File: config.mk
export PLATFORM = sky130hd
export DESIGN_NAME = cnn_relu_maxpool
export DESIGN_NICKNAME = d
export VERILOG_FILES = /design/src/rtl/cnn_pkg.sv /design/src/rtl/cnn_sync_fifo.sv /design/src/rtl/cnn_relu_maxpool.sv
export SDC_FILE = /design/constraint.sdc
export NUM_CORES = 1
export LEC_CHECK = 0
export BUFFER_PORTS_ARGS = -buffer_cell sky130_fd_sc_hd__buf_2
export CORE_UTILIZATION = 50
export DETAILED_ROUTE_END_ITERATION = 8
export PLACE_DENSITY = 0.69
export SLEW_MARGIN = 5
export SYNTH_ARGS = -nofsm -noshare
export SYNTH_HDL_FRONTEND = slang
export SYNTH_SLANG_ARGS = --single-unit
File: constraint.sdc
create_clock -name clk -period 4.2 [get_ports clk]
set_clock_uncertainty 0.2 [all_clocks]
set_input_delay 0.84 -clock clk [delete_from_list [all_inputs] [get_ports clk]]
set_output_delay 0.84 -clock clk [all_outputs]
set_load 0.005 [all_outputs]
File: src/rtl/cnn_pkg.sv
// Shared constants and helpers for the post-convolution stages.
package cnn_pkg;

  localparam int CONV_W    = 22;  // width of the conv core's ConvResult
  localparam int CNN_OUT_W = 16;  // default pooled output width
  localparam logic [CNN_OUT_W-1:0] SAT_MAX = {CNN_OUT_W{1'b1}};

  // ReLU then clamp to 2^w-1. The input is a sign-extended 32-bit value.
  // The caller keeps the low w bits of the result. w must be 31 or less.
  function automatic logic [31:0] relu_sat(input logic signed [31:0] x,
                                           input int unsigned w);
    logic [31:0] lim;
    lim = (32'd1 << w) - 32'd1;
    if (x < 0)                 return 32'd0;
    else if ($unsigned(x) > lim) return lim;
    else                       return $unsigned(x);
  endfunction

endpackage

File: src/rtl/cnn_sync_fifo.sv
// Synchronous FIFO with registered dout, a one-cycle valid pulse, and
// registered full/empty flags. A push into a full FIFO succeeds only when
// a pop happens in the same cycle. Otherwise the push is dropped and drop_o
// flags it. A pop while the FIFO is empty is ignored.
module cnn_sync_fifo #(
  parameter int WIDTH = 16,
  parameter int DEPTH = 4
) (
  input  logic             clk,
  input  logic             rst,
  input  logic             push_i,
  input  logic [WIDTH-1:0] din_i,
  input  logic             pop_i,
  output logic [WIDTH-1:0] dout_o,
  output logic             valid_o,
  output logic             full_o,
  output logic             empty_o,
  output logic             drop_o
);
  localparam int AW = $clog2(DEPTH);

  logic [WIDTH-1:0] mem_q [DEPTH];
  logic [AW:0]      wr_q, wr_d, rd_q, rd_d;
  logic [WIDTH-1:0] dout_q;
  logic             valid_q, full_q, empty_q;
  logic             pop_ok, push_ok;

  assign pop_ok  = pop_i && !empty_q;
  assign push_ok = push_i && (!full_q || pop_ok);
  assign drop_o  = push_i && !push_ok;
  assign wr_d    = push_ok ? wr_q + 1'b1 : wr_q;
  assign rd_d    = pop_ok  ? rd_q + 1'b1 : rd_q;

  // Storage array. The pointers qualify its contents, so it needs no reset.
  always_ff @(posedge clk) begin
    if (push_ok) mem_q[wr_q[AW-1:0]] <= din_i;
  end

  // Pointers, read port and flags. The flags reflect occupancy after this edge.
  always_ff @(posedge clk) begin
    if (rst) begin
      wr_q    <= '0;
      rd_q    <= '0;
      dout_q  <= '0;
      valid_q <= 1'b0;
      full_q  <= 1'b0;
      empty_q <= 1'b1;
    end else begin
      wr_q    <= wr_d;
      rd_q    <= rd_d;
      valid_q <= pop_ok;
      if (pop_ok) dout_q <= mem_q[rd_q[AW-1:0]];
      empty_q <= (wr_d == rd_d);
      full_q  <= (wr_d[AW] != rd_d[AW]) && (wr_d[AW-1:0] == rd_d[AW-1:0]);
    end
  end

  assign dout_o  = dout_q;
  assign valid_o = valid_q;
  assign full_o  = full_q;
  assign empty_o = empty_q;
endmodule

File: src/rtl/cnn_relu_maxpool.sv
// Stage after the convolution core. It applies ReLU and saturation to each
// result, max-pools over windows of POOL_LEN results, and buffers the pooled
// values for the downstream reader.
module cnn_relu_maxpool
  import cnn_pkg::*;
#(
  parameter int IN_W     = CONV_W,
  parameter int OUT_W    = CNN_OUT_W,
  parameter int POOL_LEN = 3,
  parameter int DEPTH    = 4
) (
  input  logic                   clk,
  input  logic                   rst,
  input  logic                   Start,
  input  logic                   InValid,
  input  logic signed [IN_W-1:0] InData,
  input  logic                   ReadEn,
  output logic [OUT_W-1:0]       OutData,
  output logic                   OutValid,
  output logic                   Empty,
  output logic                   Full,
  output logic                   Overflow
);
  localparam int CW = (POOL_LEN > 1) ? $clog2(POOL_LEN) : 1;

  logic [CW-1:0]    cnt_q, cnt_d;
  logic [OUT_W-1:0] max_q, max_d;
  logic             start_d_q, ovf_q;
  logic             accept, last, flush;
  logic             push;
  logic [OUT_W-1:0] push_val, r, m_next;
  logic signed [31:0] in_ext;
  logic [31:0]      r_full;
  logic             drop;

  assign in_ext = {{(32-IN_W){InData[IN_W-1]}}, InData};
  assign r_full = relu_sat(in_ext, OUT_W);
  assign r      = r_full[OUT_W-1:0];

  assign accept = Start && InValid;
  assign last   = (cnt_q == CW'(POOL_LEN - 1));
  // A flush requires Start low, so it never coincides with an accept.
  assign flush  = start_d_q && !Start && (cnt_q != '0);
  assign m_next = (cnt_q == '0) ? r : ((r > max_q) ? r : max_q);

  // Next state of the window: close it on the last sample or on a flush.
  always_comb begin
    cnt_d    = cnt_q;
    max_d    = max_q;
    push     = 1'b0;
    push_val = m_next;
    if (accept) begin
      if (last) begin
        push  = 1'b1;
        cnt_d = '0;
        max_d = '0;
      end else begin
        cnt_d = cnt_q + 1'b1;
        max_d = m_next;
      end
    end else if (flush) begin
      push     = 1'b1;
      push_val = max_q;
      cnt_d    = '0;
      max_d    = '0;
    end
  end

  // Window state, Start edge detector and sticky overflow flag.
  always_ff @(posedge clk) begin
    if (rst) begin
      cnt_q     <= '0;
      max_q     <= '0;
      start_d_q <= 1'b0;
      ovf_q     <= 1'b0;
    end else begin
      cnt_q     <= cnt_d;
      max_q     <= max_d;
      start_d_q <= Start;
      if (drop) ovf_q <= 1'b1;
    end
  end

  cnn_sync_fifo #(.WIDTH(OUT_W), .DEPTH(DEPTH)) u_fifo (
    .clk     (clk),
    .rst     (rst),
    .push_i  (push),
    .din_i   (push_val),
    .pop_i   (ReadEn),
    .dout_o  (OutData),
    .valid_o (OutValid),
    .full_o  (Full),
    .empty_o (Empty),
    .drop_o  (drop)
  );

  assign Overflow = ovf_q;
endmodule

==> results of run 1 <==
## power breakdown
group | total (mW) | internal (mW) | switching, mW
sequential | 1.17 | 1.16 | 0.0145
combinational | 0.206 | 0.0918 | 0.114
clock | 0.595 | 0.270 | 0.325
## cell usage in the layout, fill, tap and decap left out, types with 2 or more instances in the layout
cell type / netlist / layout
clkbuf_8: 0 / 9
buf_2: 4 / 46
and2_1: 3 / 3
o21bai_1: 2 / 2
nand4_1: 3 / 3
dfxtp_1: 45 / 45
inv_1: 20 / 20
nor3_1: 2 / 2
clkinv_1: 0 / 3
a31oi_1: 3 / 3
nand2b_1: 2 / 2
nor2_1: 43 / 43
nand3_1: 3 / 3
nor2b_1: 4 / 4
a21oi_1: 26 / 26
ha_1: 21 / 21
nor4_1: 2 / 2
o31ai_1: 15 / 15
edfxtp_1: 64 / 64
nand2_1: 54 / 54
o21ai_0: 4 / 4
mux2i_1: 2 / 2
xor2_1: 3 / 3
mux2_2: 6 / 6
mux4_2: 16 / 16
mux2_4: 9 / 9
buf_4: 0 / 9
xnor2_1: 5 / 5
## cell type report
| cell class | count | area [um^2] |
|---|---|---|
| clock buffer | 10 | 128 |
| sequential | 109 | 2820 |
| timing repair buffer | 56 | 318 |
| inverter | 20 | 75.1 |
| fill | 778 | 3890 |
| tap | 129 | 161 |
| clock inverter | 6 | 53.8 |
| multi-input combinational | 245 | 1870 |
## path summary, 6_finish.rpt
kind,from,slack [ns],cells past startpoint,endpoint
worst max-delay path,InData[19],0.57,13,u_fifo.mem_q[0][11]
worst min register to register,u_fifo.dout_o[10],0.25,2,u_fifo.dout_o[10]
worst max register to register,max_q[15],1.52,9,u_fifo.mem_q[0][1]
worst min-delay path,u_fifo.dout_o[10],0.25,2,u_fifo.dout_o[10]
## cell usage after synthesis (2+ instances only)
library cell	number	area share [%]
a21oi_1	26	2.7
a31oi_1	3	0.39
and2_1	3	0.39
buf_1	2	0.15
buf_2	4	0.41
buf_6	2	0.46
clkbuf_1	11	0.85
dfxtp_1	45	19
edfxtp_1	64	40
ha_1	21	5.4
inv_1	20	1.5
mux2_2	6	1.4
mux2_4	9	2.8
mux2i_1	2	0.41
mux4_2	16	7.4
nand2_1	54	4.2
nand2b_1	2	0.26
nand3_1	3	0.31
nand4_1	3	0.39
nor2_1	43	3.3
nor2b_1	4	0.51
nor3_1	2	0.21
nor4_1	2	0.26
o21ai_0	4	0.41
o21bai_1	2	0.31
o31ai_1	15	2.3
xnor2_1	5	0.90
xor2_1	3	0.54
## worst reg2reg max path: stages, from the launching register on
cell and delay, ns:
dfxtp_1 0.38, inv_1 0.06, ha_1 0.34, a41oi_1 0.20
o21ai_0 0.14, a21oi_1 0.17, a31oi_2 0.16, a21oi_4 0.19
buf_12 0.18, mux2_2 0.39
## kinds of logic after synthesis
group | after synthesis | share of synthesized area [%]
AND/OR/NAND/NOR | 122 | 11.0
flip-flops | 109 | 58.0
AO/OA/AOI/OAI | 61 | 8.75
buffers and inverters | 39 | 3.42
multiplexers | 33 | 12.0
adder cells (fa/ha/maj) | 21 | 5.40
XOR/XNOR | 8 | 1.44
## layer usage
| metal | wire length, um | up-vias |
|---|---|---|
| li1 | - | 1516 |
| met1 | 4450 | 1443 |
| met2 | 3970 | 86 |
| met3 | 395 | 6 |
| met4 | 63 | 0 |
| met5 | 0 | - |
## per-stage QoR
step | cells | power [mW] | setup slack [ns] | util [%]
3_3_place_gp | 559 | 1.40 | 0.238 | 56.3
6_report | 575 | 1.97 | 0.571 | 58.2
2_1_floorplan | 393 | 1.34 | 0.360 | -
4_1_cts | 575 | 1.99 | 0.583 | 58.2
5_1_grt | 575 | 2.07 | 0.376 | 58.2
3_5_place_dp | 559 | 1.40 | 0.208 | 56.3
## flip-flops by register name, summed over array words and instances (netlist names)
register	cells
cnt_q	2
u_fifo.valid_o	1
u_fifo.wr_q	3
u_fifo.rd_q	3
start_d_q	1
u_fifo.mem_q	64
u_fifo.empty_o	1
Overflow	1
u_fifo.full_o	1
max_q	16
u_fifo.dout_o	16
==> flow_summary.yaml, run 1 <==
global_route:
  grt_pass1_wl_um: 14900
  grt_use_met1_pct: 29.3
  grt_use_total_pct: 19.4
  grt_pass1_vias: 2911
  grt_max_degree: 33
  use_met3_pct: 2.29
  top_usage_layer: "met1"
  antenna_found_initial: 0
  use_met2_pct: 28.9
  grt_overflow_total: 0
detailed_routing:
  vias: 3051
  final_antenna_net_count: 0
  via_per_inst: 5.31
  wl_per_cell_um: 15.4
  drc: 0
  drtIter0Drc: 140
  drt_pass1_iterations: 5
  wl_um: 8880
setup_path:
  critPathBufInv: 3
  cpPeakStageDelay_ns: 0.44
  required_ns: 4.09
  critPathKind: "input port to flop"
  cp_common_cell: "nor2_1"
  critical_path_peak_fanout: 16
  cpLargestDelayFamily: "compound AO/OA/AOI/OAI gates"
  cp-start-kind: "input port"
  arrival_ns: 3.52
  end_kind: "flop"
  critPathSlowestCell: "a2111o_1"
  path_cells: "buf_2 > nor4_1 > nand2_1 > buf_4 > nor2_1 > nor2_1 > ha_1 > nand4_2 > a2111o_1 > a31oi_2 > a21oi_4 > buf_12 > mux2_4"
logic_synthesis:
  synth_seq_area_share_pct: 58.0
  synth_area_mm2: 0.00486
  synth_nets: 441
  synth-main-ff-cell: "edfxtp_1"
  ys_warn_count: 0
  syn_area_per_cell_um2: 12.4
  syn_inst: 393
  ys_ff_latch: 109
  synth.distinct_cells: 45
  async_flop_share_pct: 0
  synth_edf_count: 64
status:
  status: "finished clean"
clock_tree:
  clock_path_buffers: 2
  clock-sinks: 109
  cts_buffers: 9
  cts_hold_buffers: 0
  clk_latency_ns: 0.35
  cts_resized: 0
  post_cts_buffers: 0
  h-tree-depth: 3
  cts_tree: "yes"
  clock-root-buffer: "clkbuf_8"
  cts.clk_slew.worst_paths_ns: 0.09
sta:
  drv_slew: 0
  clock.fmax_ghz: 0.276
  tns_ns: 0
  min_period_ns: 3.63
  hold_ws_ns: 0.254
  period_share_pct: 86.4
  hold_violations: 0
  tightest_slew_ns: 0.884
  setup_violations: 0
  rsz0062_at_grt: "false"
  slew_headroom_pct: 41.0
hold_path:
  hp-class: "flop to flop"
placed_design:
  routabilityCongestion: 0.785
  port_buffers: 46
  place_area_mm2: 0.00525
  hpwl_um: 6050
floorplan:
  core_area_mm2: 0.00933
  die_y_um: 101
  die_w_um: 101
  start_util_pct: 52.1
  fp-row-count: 35
  fp.dieArea_mm2: 0.0101
  ios: 47
cells_and_area:
  drive_gt1_share_pct: 24.0
  fin_area_mm2: 0.00543
  syn_to_final_growth_pct: 11.7
  diodes: 0
  fin_nets: 489
pwr:
  leakagePower_nw: 1.95
  power_density_mw_per_mm2: 363
  peakVddDrop_uv: 153
job:
  maxCapViolCount: 0
No activity file was read; power rests on OpenSTA's default activity.
==> run 2, diff against run 1 <==
Settings changed: SYNTH_HIERARCHICAL set to 1.
==> run 2 against run 1 <==
- die area rose by 0.58%
- clock power rose by 11%
- via count fell by 3.7%
- worst hold slack improved by 0.0051 ns
- sequential share of layout area rose by 0.096 points
- combinational power barely moved
- maximum frequency fell by 7.0%
- global-route usage fell by 0.49 points
- critical path depth did not move
- flip-flop and latch count did not move
- count of clock-buffer cells in the layout fell by 1
- wire length fell by 1.1%
- critical path type unchanged
- largest cell class unchanged
==> flow_summary.yaml, run 2 <==
status:
  status: "finished clean"
detailed_routing:
  drt_pass1_iterations: 4
  routed-wl-met3_um: 284
  vias: 2939
  final_antenna_net_count: 0
  wl_um: 8780
  wl_per_cell_um: 15.4
  wl_met2_um: 4260
  met1Wirelength_um: 4140
  drtIter0Drc: 95
  drc: 0
  via_per_inst: 5.17
  routed.top_layer: "met4"
clock_tree:
  cts_resized: 0
  clk_latency_ns: 0.37
  h-tree-depth: 3
  post_cts_buffers: 0
  cts_buffers: 9
  cts_hold_buffers: 0
  cts.clk_slew.worst_paths_ns: 0.11
  clock_path_buffers: 2
  clock-root-buffer: "clkbuf_8"
  cts_tree: "yes"
  clock-sinks: 109
floorplan:
  fp.dieArea_mm2: 0.0102
  fp-row-count: 35
  die_y_um: 101
  ios: 47
  die_w_um: 101
  start_util_pct: 52.2
  core_area_mm2: 0.00937
setup_path:
  arrival_ns: 3.82
  rr_endpoint: "u_fifo/mem_q[1][7]"
  end_kind: "flop"
  required_ns: 4.12
  critPathKind: "input port to flop"
  ff2ff_setup_slack_ns: 1.34
  critical_path_peak_fanout: 16
  cp-start-kind: "input port"
  reg2reg_from: "max_q[9]"
  ff2ff_path_depth: 9
hold_path:
  hp-class: "flop to flop"
  holdCritStartpoint: "u_fifo/dout_o[3]"
  min_to: "u_fifo/dout_o[3]"
  hold_depth: 2
sta:
  period_share_pct: 92.9
  tightest_slew_ns: 0.866
  hold_ws_ns: 0.259
  clock.fmax_ghz: 0.256
  rsz0062_at_grt: "false"
  setup_violations: 0
  min_period_ns: 3.90
  slew_headroom_pct: 42.2
  setup_ws_ns: 0.299
  drv_slew: 0
  hold_violations: 0
cells_and_area:
  final_cell_mix: "64 x edfxtp_1, 46 x nor2_1, 46 x buf_2"
  largest_reg_flops: 64
  final_common_cell: "edfxtp_1"
  diodes: 0
  drive_gt1_share_pct: 23.2
  fin_cells: 569
  syn_to_final_growth_pct: 10.8
  fin_nets: 483
placed_design:
  hpwl_um: 6170
  routabilityCongestion: 0.842
  dpl.cell_count: 553
  dpl_worst_slack_ns: -0.0194
  port_buffers: 46
logic_synthesis:
  synth_nets: 438
  synth.top_cells.by_count: "64 x edfxtp_1, 46 x nor2_1, 45 x dfxtp_1, 41 x nand2_1, 35 x inv_1"
  ys_ff_latch: 109
  synth_area_mm2: 0.00489
  syn_area_per_cell_um2: 12.5
  yosysTopAreaCell: "edfxtp_1"
  ys_warn_count: 6
  synthTopCellsByArea: "edfxtp_1 39%, dfxtp_1 18%, mux4_2 7.4%"
  synth_top_area_share_pct: 39.3
  syn_inst: 390
  synth_edf_count: 64
  synth_seq_area_share_pct: 57.7
  synth-main-ff-cell: "edfxtp_1"
  yosysMostFrequentCell: "edfxtp_1"
  synth.distinct_cells: 51
  async_flop_share_pct: 0
pwr:
  sw_frac_of_total_pct: 24.8
  switching_power_mw: 0.508
  pwr-share-seq_pct: 57.5
  leakagePower_nw: 1.98
  p_clk_share_pct: 32.4
  internal_power_mw: 1.54
  power_density_mw_per_mm2: 377
  peakVddDrop_uv: 188
  finalPower_mw: 2.04
  pwr-share-comb_pct: 10.0
global_route:
  antenna_found_initial: 0
  grt_overflow_total: 0
  grt_max_degree: 32
  grt_use_total_pct: 18.9
  grt_pass1_vias: 2912
  grt_pass1_wl_um: 14400
job:
  maxCapViolCount: 0
==> run 2: worst max-delay path by stage <==
stage,start,depth (start not counted),slack (ns),end
after floorplan,InData[21],14,0.30,u_fifo/mem_q[0][10]
after global placement,InData[21],13,0.10,u_fifo/mem_q[0][7]
after detailed placement,InData[21],13,-0.02,u_fifo/mem_q[3][7]
after CTS,InData[21],13,0.39,u_fifo/mem_q[1][7]
after global routing,InData[21],13,0.15,u_fifo/mem_q[0][7]
final,InData[21],13,0.30,u_fifo/mem_q[1][7]
==> run 2: layer usage <==
metal	vias up	GRT usage, %
li1	1466	-
met1	1401	24.6
met2	63	31.8
met3	9	4.02
met4	0	5.57
met5	-	0
==> run 2: kinds of logic after synthesis <==
kind of cell               after synthesis  synth area share [%]
DFF                                    109                  57.7
and+or+nand+nor                        108                  10.0
AOI/OAI and AO/OA                       58                  9.03
buffers and inverters                   52                  5.24
muxes                                   34                  11.0
adders and majority gates               21                  5.37
xor gates and xnor gates                 8                  1.59
==> run 2: layout make-up <==
cell class              instances  area, um^2
clock buffers                   9         124
clock inverters                 7        90.1
fillers                       802        3950
inverters                      35         131
multi-input cells             229        1810
flip-flops and latches        109        2820
well taps                     129         161
repair buffers                 51         280
==> run 2: critical path, cell delays in order <==
cell       delay, ns
buf_2           0.11
nor4_1          0.28
nand2_1         0.34
nor2_1          0.19
nor2_1          0.08
ha_1            0.29
a21oi_1         0.19
o21a_1          0.16
o2bb2ai_1       0.08
o31a_4          0.40
a21oi_4         0.17
buf_12          0.18
mux2i_1         0.49
==> run 2: through the flow <==
step / utilization, % / instance area, um^2 / TNS, ns
2_1_floorplan: - / 4890 / 0
3_3_place_gp: 55.6 / 5210 / 0
3_5_place_dp: 55.6 / 5210 / -0.0775
4_1_cts: 57.9 / 5420 / 0
5_1_grt: 57.9 / 5420 / 0
6_report: 57.9 / 5420 / 0
==> run 2: power groups by stage <==
| stage | combinational (mW) | clock [mW] | sequential [mW] |
|---|---|---|---|
| 6_report | 0.205 | 0.663 | 1.18 |
| 5_1_grt | 0.229 | 0.717 | 1.18 |
| 4_1_cts | 0.207 | 0.683 | 1.18 |
| 3_5_place_dp | 0.206 | 0 | 1.20 |
| 3_3_place_gp | 0.200 | 0 | 1.20 |
| 2_1_floorplan | 0.157 | 0 | 1.19 |
